===== config.mk =====
export PLATFORM = sky130hd
export DESIGN_NAME = pwm_ramp_ctrl
export DESIGN_NICKNAME = d
export VERILOG_FILES = /design/src/rtl/pwm_ctrl_pkg.sv /design/src/rtl/ramp_tick_gen.sv /design/src/rtl/pwm_ramp_ctrl.sv
export SDC_FILE = /design/constraint.sdc
export NUM_CORES = 1
export LEC_CHECK = 0
export ABC_AREA = 1
export BUFFER_PORTS_ARGS = -buffer_cell sky130_fd_sc_hd__buf_2
export CORE_AREA = 8 8 80 82
export CTS_CLUSTER_DIAMETER = 120
export DETAILED_ROUTE_END_ITERATION = 10
export DIE_AREA = 0 0 88 90
export PLACE_DENSITY = 0.52
export SLEW_MARGIN = 20
export SYNTH_ARGS = -nofsm -noshare
export SYNTH_HDL_FRONTEND = slang
export SYNTH_HIERARCHICAL = 1
export SYNTH_SLANG_ARGS = --single-unit

===== constraint.sdc =====
create_clock -name clk -period 2.7 [get_ports clk]
set_clock_uncertainty 0.1 [all_clocks]
set_input_delay 0.405 -clock clk [delete_from_list [all_inputs] [get_ports clk]]
set_output_delay 0.405 -clock clk [all_outputs]
set_load 0.005 [all_outputs]

===== src/rtl/pwm_ctrl_pkg.sv =====
// -----------------------------------------------------------------------------
// pwm_ctrl_pkg
// Shared definitions for the PWM ramp controller:
//   - state_t : ramp controller states (OFF, RAMP, HOLD, STOP)
//   - SPEED_W : width of the applied speed level
//   - TICK_W  : width of the ramp-step tick counter
// -----------------------------------------------------------------------------
package pwm_ctrl_pkg;

    localparam int SPEED_W = 3;
    localparam int TICK_W  = 16;

    typedef enum logic [1:0] {
        OFF  = 2'd0,
        RAMP = 2'd1,
        HOLD = 2'd2,
        STOP = 2'd3
    } state_t;

    // One level toward goal; returns cur unchanged when already there.
    function automatic logic [SPEED_W-1:0] step_toward(
        input logic [SPEED_W-1:0] cur,
        input logic [SPEED_W-1:0] goal
    );
        logic [SPEED_W-1:0] res;
        res = cur;
        if (goal > cur) begin
            res = cur + 1'b1;
        end else if (goal < cur) begin
            res = cur - 1'b1;
        end
        return res;
    endfunction

endpackage


===== src/rtl/ramp_tick_gen.sv =====
// -----------------------------------------------------------------------------
// ramp_tick_gen
// Ramp-step timebase. Counts 0..TICK_DIV-1 while run is high and fires tick
// in the cycle the count equals TICK_DIV-1, then wraps to 0.
// Ports:
//   clk   in  clock
//   rst_n in  asynchronous active-low reset
//   run   in  count enable (controller is in RAMP or STOP)
//   clear in  synchronous clear of the count (has priority over run)
//   tick  out ramp-step strobe, one cycle wide
// -----------------------------------------------------------------------------
module ramp_tick_gen
    import pwm_ctrl_pkg::*;
#(
    parameter int TICK_DIV = 1000
) (
    input  logic clk,
    input  logic rst_n,
    input  logic run,
    input  logic clear,
    output logic tick
);

    localparam logic [TICK_W-1:0] LAST = TICK_W'(TICK_DIV - 1);

    logic [TICK_W-1:0] cnt;

    always_ff @(posedge clk or negedge rst_n) begin
        if (!rst_n) begin
            cnt <= '0;
        end else if (clear) begin
            cnt <= '0;
        end else if (run) begin
            cnt <= (cnt == LAST) ? '0 : cnt + 1'b1;
        end
    end

    assign tick = run && (cnt == LAST);

endmodule


===== src/rtl/pwm_ramp_ctrl.sv =====
// -----------------------------------------------------------------------------
// pwm_ramp_ctrl
// Soft-start / soft-stop controller for a PWM datapath. The applied speed
// level moves one step per ramp tick toward the requested target, and ramps
// down to zero before the PWM is disabled.
// Ports:
//   clk       in  clock
//   rst_n     in  asynchronous active-low reset
//   en_req    in  1 = run toward target, 0 = ramp down and stop
//   target    in  requested speed level 0..7
//   pwm_en    out PWM datapath enable (high in RAMP, HOLD, STOP)
//   speed     out applied speed level (registered)
//   busy      out ramp step pending (RAMP or STOP)
//   at_target out steady at the requested level (HOLD)
// -----------------------------------------------------------------------------
module pwm_ramp_ctrl
    import pwm_ctrl_pkg::*;
#(
    parameter int TICK_DIV = 1000
) (
    input  logic               clk,
    input  logic               rst_n,
    input  logic               en_req,
    input  logic [SPEED_W-1:0] target,
    output logic               pwm_en,
    output logic [SPEED_W-1:0] speed,
    output logic               busy,
    output logic               at_target
);

    generate
        if (TICK_DIV < 2 || TICK_DIV > 65535) begin : g_bad_div
            $error("pwm_ramp_ctrl: TICK_DIV out of range 2..65535");
        end
    endgenerate

    state_t             state;
    state_t             state_nxt;
    logic [SPEED_W-1:0] cur;
    logic [SPEED_W-1:0] cur_nxt;
    logic               tick;
    logic               tick_run;
    logic               tick_clear;

    // Counter runs only while a step is pending. Holding it cleared in OFF
    // and HOLD means every entry into RAMP/STOP from those states starts at 0,
    // while RAMP<->STOP hand-overs keep the phase of the current step.
    assign tick_run   = (state == RAMP) || (state == STOP);
    assign tick_clear = (state == OFF)  || (state == HOLD);

    ramp_tick_gen #(
        .TICK_DIV (TICK_DIV)
    ) u_tick (
        .clk   (clk),
        .rst_n (rst_n),
        .run   (tick_run),
        .clear (tick_clear),
        .tick  (tick)
    );

    always_ff @(posedge clk or negedge rst_n) begin
        if (!rst_n) begin
            state <= OFF;
            cur   <= '0;
        end else begin
            state <= state_nxt;
            cur   <= cur_nxt;
        end
    end

    // The step for this cycle is computed first; transitions are then
    // decided on the stepped level so a tick and a request change in the
    // same cycle resolve consistently.
    always_comb begin
        state_nxt = state;
        cur_nxt   = cur;
        case (state)
            OFF: begin
                cur_nxt = '0;
                if (en_req) begin
                    state_nxt = (target != '0) ? RAMP : HOLD;
                end
            end
            RAMP: begin
                if (tick) begin
                    cur_nxt = step_toward(cur, target);
                end
                if (!en_req) begin
                    // Already at zero: nothing left to ramp down.
                    state_nxt = (cur_nxt == '0) ? OFF : STOP;
                end else if (tick && (cur_nxt == target)) begin
                    state_nxt = HOLD;
                end
            end
            HOLD: begin
                if (!en_req) begin
                    state_nxt = (cur == '0) ? OFF : STOP;
                end else if (target != cur) begin
                    state_nxt = RAMP;
                end
            end
            STOP: begin
                if (tick && (cur != '0)) begin
                    cur_nxt = cur - 1'b1;
                end
                if (en_req) begin
                    state_nxt = RAMP;
                end else if (cur_nxt == '0) begin
                    state_nxt = OFF;
                end
            end
            default: begin
                state_nxt = OFF;
                cur_nxt   = '0;
            end
        endcase
    end

    // Outputs decode registered state only; no input reaches an output
    // without passing a flop.
    assign speed     = cur;
    assign pwm_en    = (state != OFF);
    assign busy      = (state == RAMP) || (state == STOP);
    assign at_target = (state == HOLD);

endmodule


---- After elaboration in Yosys (flattened, before gate mapping) ----
Index checks and enable logic that the tools add are counted.
storage, ports and cells
  flip-flop bits (word level) ............. 21
  input port bits ......................... 6
  word-level logic and storage cells ...... 54
operators by class
  add/sub/neg operators ................... 3
  order comparisons ....................... 2
  equal/unequal tests ..................... 10
  mux-type cells .......................... 21
  reductions and logical operators ........ 15
operators with widths
  cell                                                                      count
  16-bit two-way mux                                                        3
  2-bit two-way mux                                                         10
  3-bit two-way mux                                                         6
  16-bit by 1-bit adder with 16-bit output (second input constant)          1
  16-bit by 10-bit equality test with 1-bit output (second input constant)  1
  3-bit logical NOT                                                         3
  3-bit by 2-bit != test with 1-bit output (second input constant)          3
  3-bit one-hot mux with 3 select lines                                     1
  3-bit nonzero test                                                        3
  2-bit one-hot mux with 4 select lines                                     1
  2-bit equality test (second input constant)                               2
  4-bit AND reduction                                                       1
  2-bit nonzero test                                                        2
  3-bit by 1-bit adder with 3-bit output (second input constant)            1
  3-bit equality test                                                       1
  3-bit > comparator                                                        1
  1-bit logical AND                                                         3
  3-bit < comparator                                                        1
  3-bit != test                                                             1
  3-bit by 1-bit subtractor with 3-bit output (second input constant)       1
  2-bit by 1-bit equality test with 1-bit output (second input constant)    1
  2-bit logical NOT                                                         1
  1-bit logical OR                                                          2
  2-bit != test (second input constant)                                     1

---- Longest topological paths before layout ----
Gate-level depths: netlist of run 1.
  word-level depth ........................ 10
  mapped depth ............................ 19

---- Cells and area by module ----
The synthesis of run 1 kept the hierarchy.
modules (own cells, without submodules)
  module         instances  cells an instance  area an instance (um^2)
  ramp_tick_gen  1          155                1047.3
  pwm_ramp_ctrl  1          109                673.1

---- Worst setup path after synthesis of run 1 ----
No wires, ideal clock.
  kind .................................... register to register
  from .................................... register u_tick.cnt[0]
  to ...................................... register state[1]
  setup time .............................. 0.118 ns
  arrival ................................. 1.866 ns
  data required time ...................... 2.482 ns
  slack ................................... 0.616 ns
  stages on the path, launching flop included .. 19
  path buffers ............................ 0
  clock period less this slack ............ 2.084 ns
  cells stage by stage .................... dfrtp_1 ha_1 nand2_1 inv_1 nand4_1 nor2_2 nand2_2 inv_1 inv_1 a21oi_2 nand2_1 nand3_1 nand2_1 nor2_1 nand2_1 nand2_2 nand2_2 nand2_1 nand2_1
between the ends
  cells in the longest elaborated chain, start to end .. 8
RTL lines
  item                                                                                                   RTL line                                   source
  start: declaration                                                                                     ramp_tick_gen.sv:26                        logic [TICK_W-1:0] cnt;
  start signal: assignment                                                                               ramp_tick_gen.sv:34                        cnt <= (cnt == LAST) ? '0 : cnt + 1'b1;
  16-bit by 10-bit equality test with 1-bit output (*)                                                   ramp_tick_gen.sv:38                        assign tick = run && (cnt == LAST);
  1-bit logical AND (*)                                                                                  ramp_tick_gen.sv:38
  via tick                                                                                               pwm_ramp_ctrl.sv:41                        logic tick;
  3-bit two-way mux / 1-bit logical AND (equally long branches)                                          pwm_ramp_ctrl.sv:85, pwm_ramp_ctrl.sv:103
  3-bit two-way mux (on tied branches)                                                                   pwm_ramp_ctrl.sv:77, pwm_ramp_ctrl.sv:103
  3-bit equality test, or another cell as far along                                                      pwm_ramp_ctrl.sv:91                        end else if (tick && (cur_nxt == target)) begin
  1-bit logical AND, or another cell as far along                                                        pwm_ramp_ctrl.sv:91
  3-bit by 2-bit != test with 1-bit output (no source line) / 2-bit two-way mux (equally long branches)  n/a
  4-bit AND reduction (no source line) / 2-bit one-hot mux with 4 select lines (equally long branches)   n/a
  end signal: assignment                                                                                 pwm_ramp_ctrl.sv:66                        state <= state_nxt;
  end: declaration                                                                                       pwm_ramp_ctrl.sv:37                        state_t state;
The timed path passes the listed nets; every way through them passes the cells marked *. The select of a mux whose other input is x is not followed.
A chain may end at the register's enable or synchronous reset.

---- Worst setup path in the final report of run 1 ----
  from .................................... register u_tick.cnt[1]
  to ...................................... register state[1]
Same word-level chain as after synthesis.

==> results of run 1 <==
[metal layers]
layer,part of all wire,track usage
met5,0,0
met3,0.030,0.0191
met1,0.46,0.138
met4,0.036,0.0717
met2,0.47,0.195
[power by group]
part	total [W]	internal (W)	switching, W
Combinational	0.000352	0.000110	0.000243
Sequential	0.000369	0.000338	0.0000305
Clock	0.000211	0.000104	0.000107
[layout make-up]
class,instances,area (um^2),share of cell area
well taps,72,90.1,0.0471
inverters,41,154,0.0804
clock buffers,3,41.3,0.0216
flip-flops and latches,21,526,0.275
clock inverters,1,7.51,0.00392
repair buffers,13,70.1,0.0366
multi-input cells,200,1030,0.536
[metrics by stage]
stage,util,setup WS [ns]
after detailed placement,0.356,0.340
after CTS,0.366,0.315
after global routing,0.366,0.0217
after global placement,0.356,0.329
after floorplan,-,0.616
final,0.366,0.328
[state kept, by name, indices dropped and copies added, names as in the netlist]
register    flops
u_tick/cnt     16
state           2
speed           3
[cell usage in the layout, fill, tap and decap left out]
cell,n
nand2_1,74
inv_1,38
nor2_1,34
nand3_1,33
dfrtp_1,21
buf_2,11
nand2_2,10
nand4_1,8
ha_1,7
o21ai_0,6
inv_2,3
o221ai_1,3
clkbuf_8,3
nor2_2,3
a21oi_2,2
a21oi_1,2
o21ai_1,2
buf_4,2
nor2_4,2
o21bai_1,2
xnor2_1,1
nand3b_1,1
o21ai_4,1
a22oi_1,1
o31ai_1,1
clkinvlp_4,1
nor3_1,1
or2_0,1
nand2_4,1
a31oi_1,1
o21bai_2,1
a31o_2,1
o21ai_2,1
[critical path: stages, from the launching register on]
cell	delay [ns]
dfrtp_1	0.38
ha_1	0.17
nand2_1	0.12
inv_1	0.08
nand4_1	0.12
nor2_2	0.14
nand2_2	0.11
inv_1	0.19
inv_1	0.09
a21oi_2	0.12
nand2_1	0.07
nand2_1	0.09
nand2_2	0.09
nand2_1	0.06
nand2_1	0.04
nand2_1	0.09
nand2_2	0.07
nand3_1	0.08
nand2_1	0.05
[worst paths after layout]
path                               start              to  cells after the start
min                                rst_n   u_tick/cnt[3]                      1
max in group asynchronous          rst_n  u_tick/cnt[15]                      1
min in group clk           u_tick/cnt[1]   u_tick/cnt[1]                      2
min reg2reg                u_tick/cnt[1]   u_tick/cnt[1]                      2
max reg2reg                u_tick/cnt[1]        state[1]                     18
max                        u_tick/cnt[1]        state[1]                     18
[cells by family after synthesis]
kind of cell | share of synthesized area
AND/OR/NAND/NOR | 0.439
XOR/XNOR | 0.00509
buffers and inverters | 0.0982
adder cells (fa/ha/maj) | 0.0509
AO/OA/AOI/OAI | 0.102
flip-flops | 0.305
==> metrics list, run 1 <==
- Run status: finished with violations
- Violations in the final reports: hold timing
- Boundary pin count: 12
- Leakage power: roughly 0.96 nW
- The Yosys step of the flow raised 6 warnings.
- Antenna violations before repair: 0
- Chip Height: about 90 um
- Setup violations remaining at the end of the flow were counted as 0.
* Placed Instance Area: 1870 um^2
- Across the VDD grid, the largest voltage drop is 0.258 mV.
- Diodes inserted: 0
- Die outline area: around 7900 um^2
- The first global-routing pass estimated 7.62 mm of wire.
- Synthesis produced a netlist whose cell count is approximately 260.
- Entering global routing, the biggest net connects 22 pins.
- Post-route worst hold slack: -0.00545 ns
- At the end of routability-driven placement, the weighted congestion stood at between 0.9 and 1.
- Die boundary width: 88 um
* Insertion delay to the later sink of the worst-skew pair: roughly 0.26 ns
- In this run the number of H-tree levels came out at 1.
- Number of iterations in the first detailed-routing pass: 4
- For this run the aggregate overflow at the end of global routing stands at 0.
- Routed Antenna Nets: 0
- Data required time of the worst path: roughly 2.8 ns
* Total setup buffers inserted after CTS: 0
- Post-detailed-route DRC marker count: 0
* Routed len/inst: between 10 and 15 um
- The hold violation total from the final report was 6.
- The max-slew violation count came to 0.
* Average cell area after synthesis: 6.52 um^2
* Max_cap viols: 0
* Share of Yosys cell area claimed by the top area cell type: 0.305
- Sequential-to-total area share from yosys stat: 0.305
* Via count of the first global-routing pass: between 1500 and 2000
- In this run the clock root is driven by a clkbuf_8.
- The finished cells cover 1910 um^2.
- Kind of path behind the tightest hold check: primary input to asynchronous set/reset pin
* Floorplan Core Area: approximately 5200 um^2
- By area the synthesized netlist is led by dfrtp_1 31%, nand2_1 16%, nand3_1 9.6%, inv_1 8.3%, nor2_1 7.4%.
- The commonest cells after synthesis are 74 x nand2_1, 38 x inv_1, 34 x nor2_1, 33 x nand3_1, 21 x dfrtp_1.
* Total length of routed wires: around 4.2 mm
- Across all register-to-register paths, the minimum setup slack is 0.33 ns.
- Synth async-reset ratio: 1.00
- Crit path kind: register to register
- Clock tree sinks: 21
- Element type at the critical path start: register
- In this run the tightest slew margin relative to its limit is 0.672.
- Gr usage total: 0.119
* Setup crit end kind: register
* # nets final: 293
* Setup TNS after final layout: 0 ns
* Data arrival, critical path: about 2.4 ns
- After legalization and detailed placement, the total HPWL measured between 3 and 4 mm.
* Tmin final: 2.37 ns
- Power per standard cell area: ~490 nW/um^2
- Count of port buffers added during placement: 11
* Signed area change from the synthesized netlist to the final layout: 11.3%
- In this run the cell area of the synthesized design comes to between 1500 and 2000 um^2.
* First-iteration detailed-routing DRC count: around 120
- Row generation in the floorplan step produced 27 rows.
* Placed cell count: between 300 and 400
- dfrtp_1 takes more of the synthesized area than any other cell.
* Cell Count, Final, Fillers Out: between 300 and 400
* Fraction of final layout cells sized beyond drive strength 1: 0.151
- For this run, the top clock speed supported by timing is roughly 420 MHz.
- nand2_1 is the most common cell in the netlist.
* Clock buffers created by TritonCTS: 3
- The initial utilization of the core area, before any placement, comes to 0.329.
- In this run, post-CTS hold repair placed 0 buffers.
- Number of instances resized during post-cts repair: 0
- Clock-pin slew was measured on the worst setup and hold paths at 0.08 ns.
- In the finished design, the share of the clock period the worst path needs comes to 0.879.
* Filler cells: between 500 and 600
- Count of distinct cell types in the synthesized netlist: 31
- Sum of internal, switching and leakage power: roughly 0.00093 W
* Critical-path maximum fanout: 7
- Count of state elements after synthesis: 21
- Total nets after synthesis: between 200 and 300
- Commonest register cell after synthesis: dfrtp_1
- Deepest clock path buffer count: 2
- Number of enable-type register cells in the synthesized netlist: 0
* CTS tree: done
- Using the TritonRoute via totals, the vias-per-cell ratio works out to between 4 and 5.
- The routed layout has between 1500 and 2000 vias.
- At the pin with the least slew margin, the transition time is ~0.49 ns.
- Setup repair after global routing left no endpoint under its margin.
Note: power is estimated with default switching activity, not from simulation.
==> run 2, diff against run 1 <==
ABC_AREA = unset   (was 1)
CORE_AREA = 8 8 79 81   (was 8 8 80 82)
DIE_AREA = 0 0 87 89   (was 0 0 88 90)
==> run 2 against run 1 <==
  * The run still ends with hold timing left
  * Synthesized cell count is 26% lower
  * Sequential cell count stayed put
  * Register-to-register slack worse by 0.28 ns
  * Final cell count is 19% lower
  * Area after synthesis is 2.5% lower
  * Final area is 1.6% higher
  * Clock power is 3% lower
  * Die area is 2.2% lower
  * Largest power group is now combinational cells
  * Clock-buffer cell count is 1 higher
  * Critical path depth is 9 lower
  * First-iteration DRC count is 71% lower
  * Fmax is 10% lower
==> metrics list, run 2 <==
* Routed Antenna Nets: 0
- Timing would allow up to between 300 and 400 MHz.
- Run status: finished with violations
- The biggest area contributor in the post-synthesis netlist is dfrtp_1.
- Largest net degree at the start of global routing: 22
* Setup TNS after final layout: 0 ns
* Max rail drop VDD: 0.426 mV
- Setup violations remaining at the end of the flow were counted as 0.
- Reg-to-Reg End: state[0]
- Clock tree root buffer cell: clkbuf_8
- Most frequent cell after synthesis: dfrtp_1
- Post-route worst hold slack: -0.000181 ns
* Worst slack at placement: 0.0587 ns
* R2R Setup Slk: ~0.050 ns
- Longest individual stage delay on the worst path: approximately 0.55 ns
* Number of instances resized during post-cts repair: 0
- Total setup buffers inserted after CTS: 0
* Die boundary width: between 80 and 90 um
- Share of Yosys cell area claimed by the top area cell type: 0.313
- The routed layout has between 1500 and 2000 vias.
- Crit path kind: register to register
* Insertion delay to the later sink of the worst-skew pair: 0.26 ns
- Clock buffers created by TritonCTS: 3
* Total length of routed wires: roughly 4.1 mm
- Sequential-to-total area share from yosys stat: 0.313
* Signed area change from the synthesized netlist to the final layout: 16.0%
- Global routing finished with a remaining overflow of 0.
- Tmin final: roughly 2.7 ns
- Leading cell types in the layout, fill and taps excluded: 21 x dfrtp_1, 19 x nand2_1, 16 x nor2_1, 14 x buf_4
* Warnings from Yosys: 6
- Synth async-reset ratio: 1.00
* Count of port buffers added during placement: 11
* Final Hold Vio Count: 1
- The netlist uses between 50 and 60 different library cells.
- After clock tree synthesis, the clock-pin slew on the worst setup and hold paths is roughly 0.08 ns.
- Antenna violations before repair: 0
* Per-cell via count in the routed design: ~5.3
- RSZ-0062 raised after global routing: yes
- Chip Height: 89 um
- On the critical path the largest part of the delay comes from simple AND/OR/NAND/NOR gates.
- Number of enable-type register cells in the synthesized netlist: 0
- For the worst flop-to-flop path, the logic depth is 9.
- For this configuration, the core starts out at a cell density of 0.337.
- Count of state elements after synthesis: 21
- The first global-routing pass estimated between 6 and 7 mm of wire.
- After legalization and detailed placement, the total HPWL measured ~3.1 mm.
- For the worst setup path, the data required time is 2.75 ns.
- Reg with most FFs: u_tick/cnt
* Deepest clock path buffer count: 2
- Clock tree sinks: 21
* Worst path setup slack after routing: roughly 0.050 ns
- After detailed routing, the number of remaining DRC violations is 0.
- Buffers inserted to repair hold after CTS numbered 0.
- CTS tree: done
* Via count of the first global-routing pass: roughly 1500
- Cell types with the largest area share after synthesis: dfrtp_1 31%, xnor2_1 5.7%, ha_1 5.2%, nand2_1 4.5%, nor2_1 3.6%
* Number of iterations in the first detailed-routing pass: 4
- Critical-path maximum fanout: 7
* Commonest register cell after synthesis: dfrtp_1
* First-iteration detailed-routing DRC count: 34
* Kind of path behind the tightest hold check: primary input to asynchronous set/reset pin
- The worst register-to-register path begins at u_tick/cnt[14].
- The register with the most flip-flops in the layout has 16 of them.
- Post-Syn Area: ~1700 um^2
- Placer Congestion: approximately 0.8
- Counting every net in the synthesized netlist gives approximately 210.
- Std-Cell Rows: 26
- In the finished design, the share of the clock period the worst path needs comes to 0.982.
- Violations in the final reports: hold timing
- The number of antenna diodes in the final layout is 0.
* Routed len/inst: roughly 14 um
* Max_cap viols: 0
- Die outline area: just under 8000 um^2
- Floorplan Core Area: approximately 5000 um^2
* Setup crit end kind: register
- Fraction of final layout cells sized beyond drive strength 1: 0.225
- Leakage power: 0.778 nW
- Element type at the critical path start: register
- In this run the number of H-tree levels came out at 1.
- Synthesized instance count: between 150 and 200
- Slew margin rel.: 0.528
- Boundary pin count: 12
- In the final design database the tool counted roughly 230 nets.
- The max-slew violation count is 0.
- Power per standard cell area: about 640 nW/um^2
* Cells along the critical path: or4_4 > nor4_4 > and2_4 > nand2_2 > mux2i_4 > xnor2_1 > nor3_2 > o211ai_2 > o32a_1
- Leaving out fill and tap cells, the most frequent cell in the layout is dfrtp_1.
- At the worst endpoint, the arrival time is 2.70 ns.
- Worst Tran Pin Value: between 0.7 and 0.8 ns
- The number of buffers and inverters on the critical path is 0.
* Average cell area after synthesis: between 8 and 9 um^2
* Gr usage total: 0.113
- Top cells by count, synth: 21 x dfrtp_1, 20 x nand2_1, 16 x nor2_1, 11 x nand3_1, 11 x xnor2_1
- On the critical path, the stage with the largest delay is an instance of or4_4.
[run 2: changes by cell type after synthesis, moves of 4 or more]
cell	change
nor4_1	+8
a31oi_1	+4
nand2_1	-54
buf_2	+4
xnor2_1	+10
inv_1	-31
nor2_1	-18
nand3_1	-22
a21oi_1	+7
clkbuf_1	+4
nand2_2	-10
o21ai_0	+4
and3_1	+4
[run 2: power by group]
group          internal (W)  leakage [nW]  switching [W]
Clock              0.000105        0.0228       0.000100
Sequential         0.000352         0.288      0.0000650
Combinational      0.000257         0.467       0.000367
Total              0.000714         0.778       0.000532
[run 2: cell families (layout without fill, tap and decap cells)]
| kind of cell | after synthesis | count (layout) | synth area share |
|---|---|---|---|
| compound gates | 49 | 49 | 0.223 |
| xor+xnor | 13 | 13 | 0.0679 |
| fa+ha+maj | 7 | 7 | 0.0522 |
| buf+inv | 18 | 36 | 0.0522 |
| flops | 21 | 21 | 0.313 |
| mux | 4 | 4 | 0.0321 |
| simple gates | 83 | 83 | 0.259 |
[run 2: cell type report]
| cell class | instances | area [um^2] |
|---|---|---|
| sequential | 21 | 526 |
| timing repair buffer | 25 | 160 |
| inverter | 7 | 26.3 |
| clock buffer | 4 | 45.0 |
| multi-input combinational | 156 | 1100 |
| fill | 528 | 3030 |
| tap | 70 | 87.6 |
[run 2: worst max path at each step]
| stage | start | end | cells past startpoint |
|---|---|---|---|
| floorplan | u_tick/cnt[3] | state[0] | 10 |
| global placement | u_tick/cnt[14] | state[0] | 9 |
| detailed placement | u_tick/cnt[14] | state[0] | 9 |
| CTS | u_tick/cnt[14] | state[0] | 9 |
| global route | u_tick/cnt[14] | state[0] | 9 |
| finish | u_tick/cnt[14] | state[0] | 9 |
[run 2: worst reg2reg max path: cells and delay by family, from the launching register on]
kind	cells	cell delay, ns
simple gates	5	1.33
compound gates	2	0.45
flops	1	0.38
mux	1	0.18
xor+xnor	1	0.11
[run 2: metrics by stage]
| step | std cells | hold WS (ns) | power, W | utilization | area, um^2 |
|---|---|---|---|---|---|
| after floorplan | 195 | 0.00941 | 0.000880 | - | 1720 |
| after global placement | 279 | 0.300 | 0.00105 | 0.381 | 1900 |
| after detailed placement | 279 | 0.300 | 0.00105 | 0.381 | 1900 |
| after CTS | 283 | 0.0148 | 0.00126 | 0.390 | 1940 |
| after global routing | 283 | 0.0421 | 0.00135 | 0.391 | 1940 |
| final | 283 | -0.000181 | 0.00125 | 0.391 | 1940 |
[run 2: routing by layer]
metal | wire length [um] | vias up | GRT usage | share of wire
li1 | - | 759 | - | -
met1 | 1810 | 716 | 0.129 | 0.44
met2 | 2070 | 22 | 0.207 | 0.51
met3 | 146 | 6 | 0.0193 | 0.036
met4 | 56 | 0 | 0.0391 | 0.014
met5 | 0 | - | 0 | 0
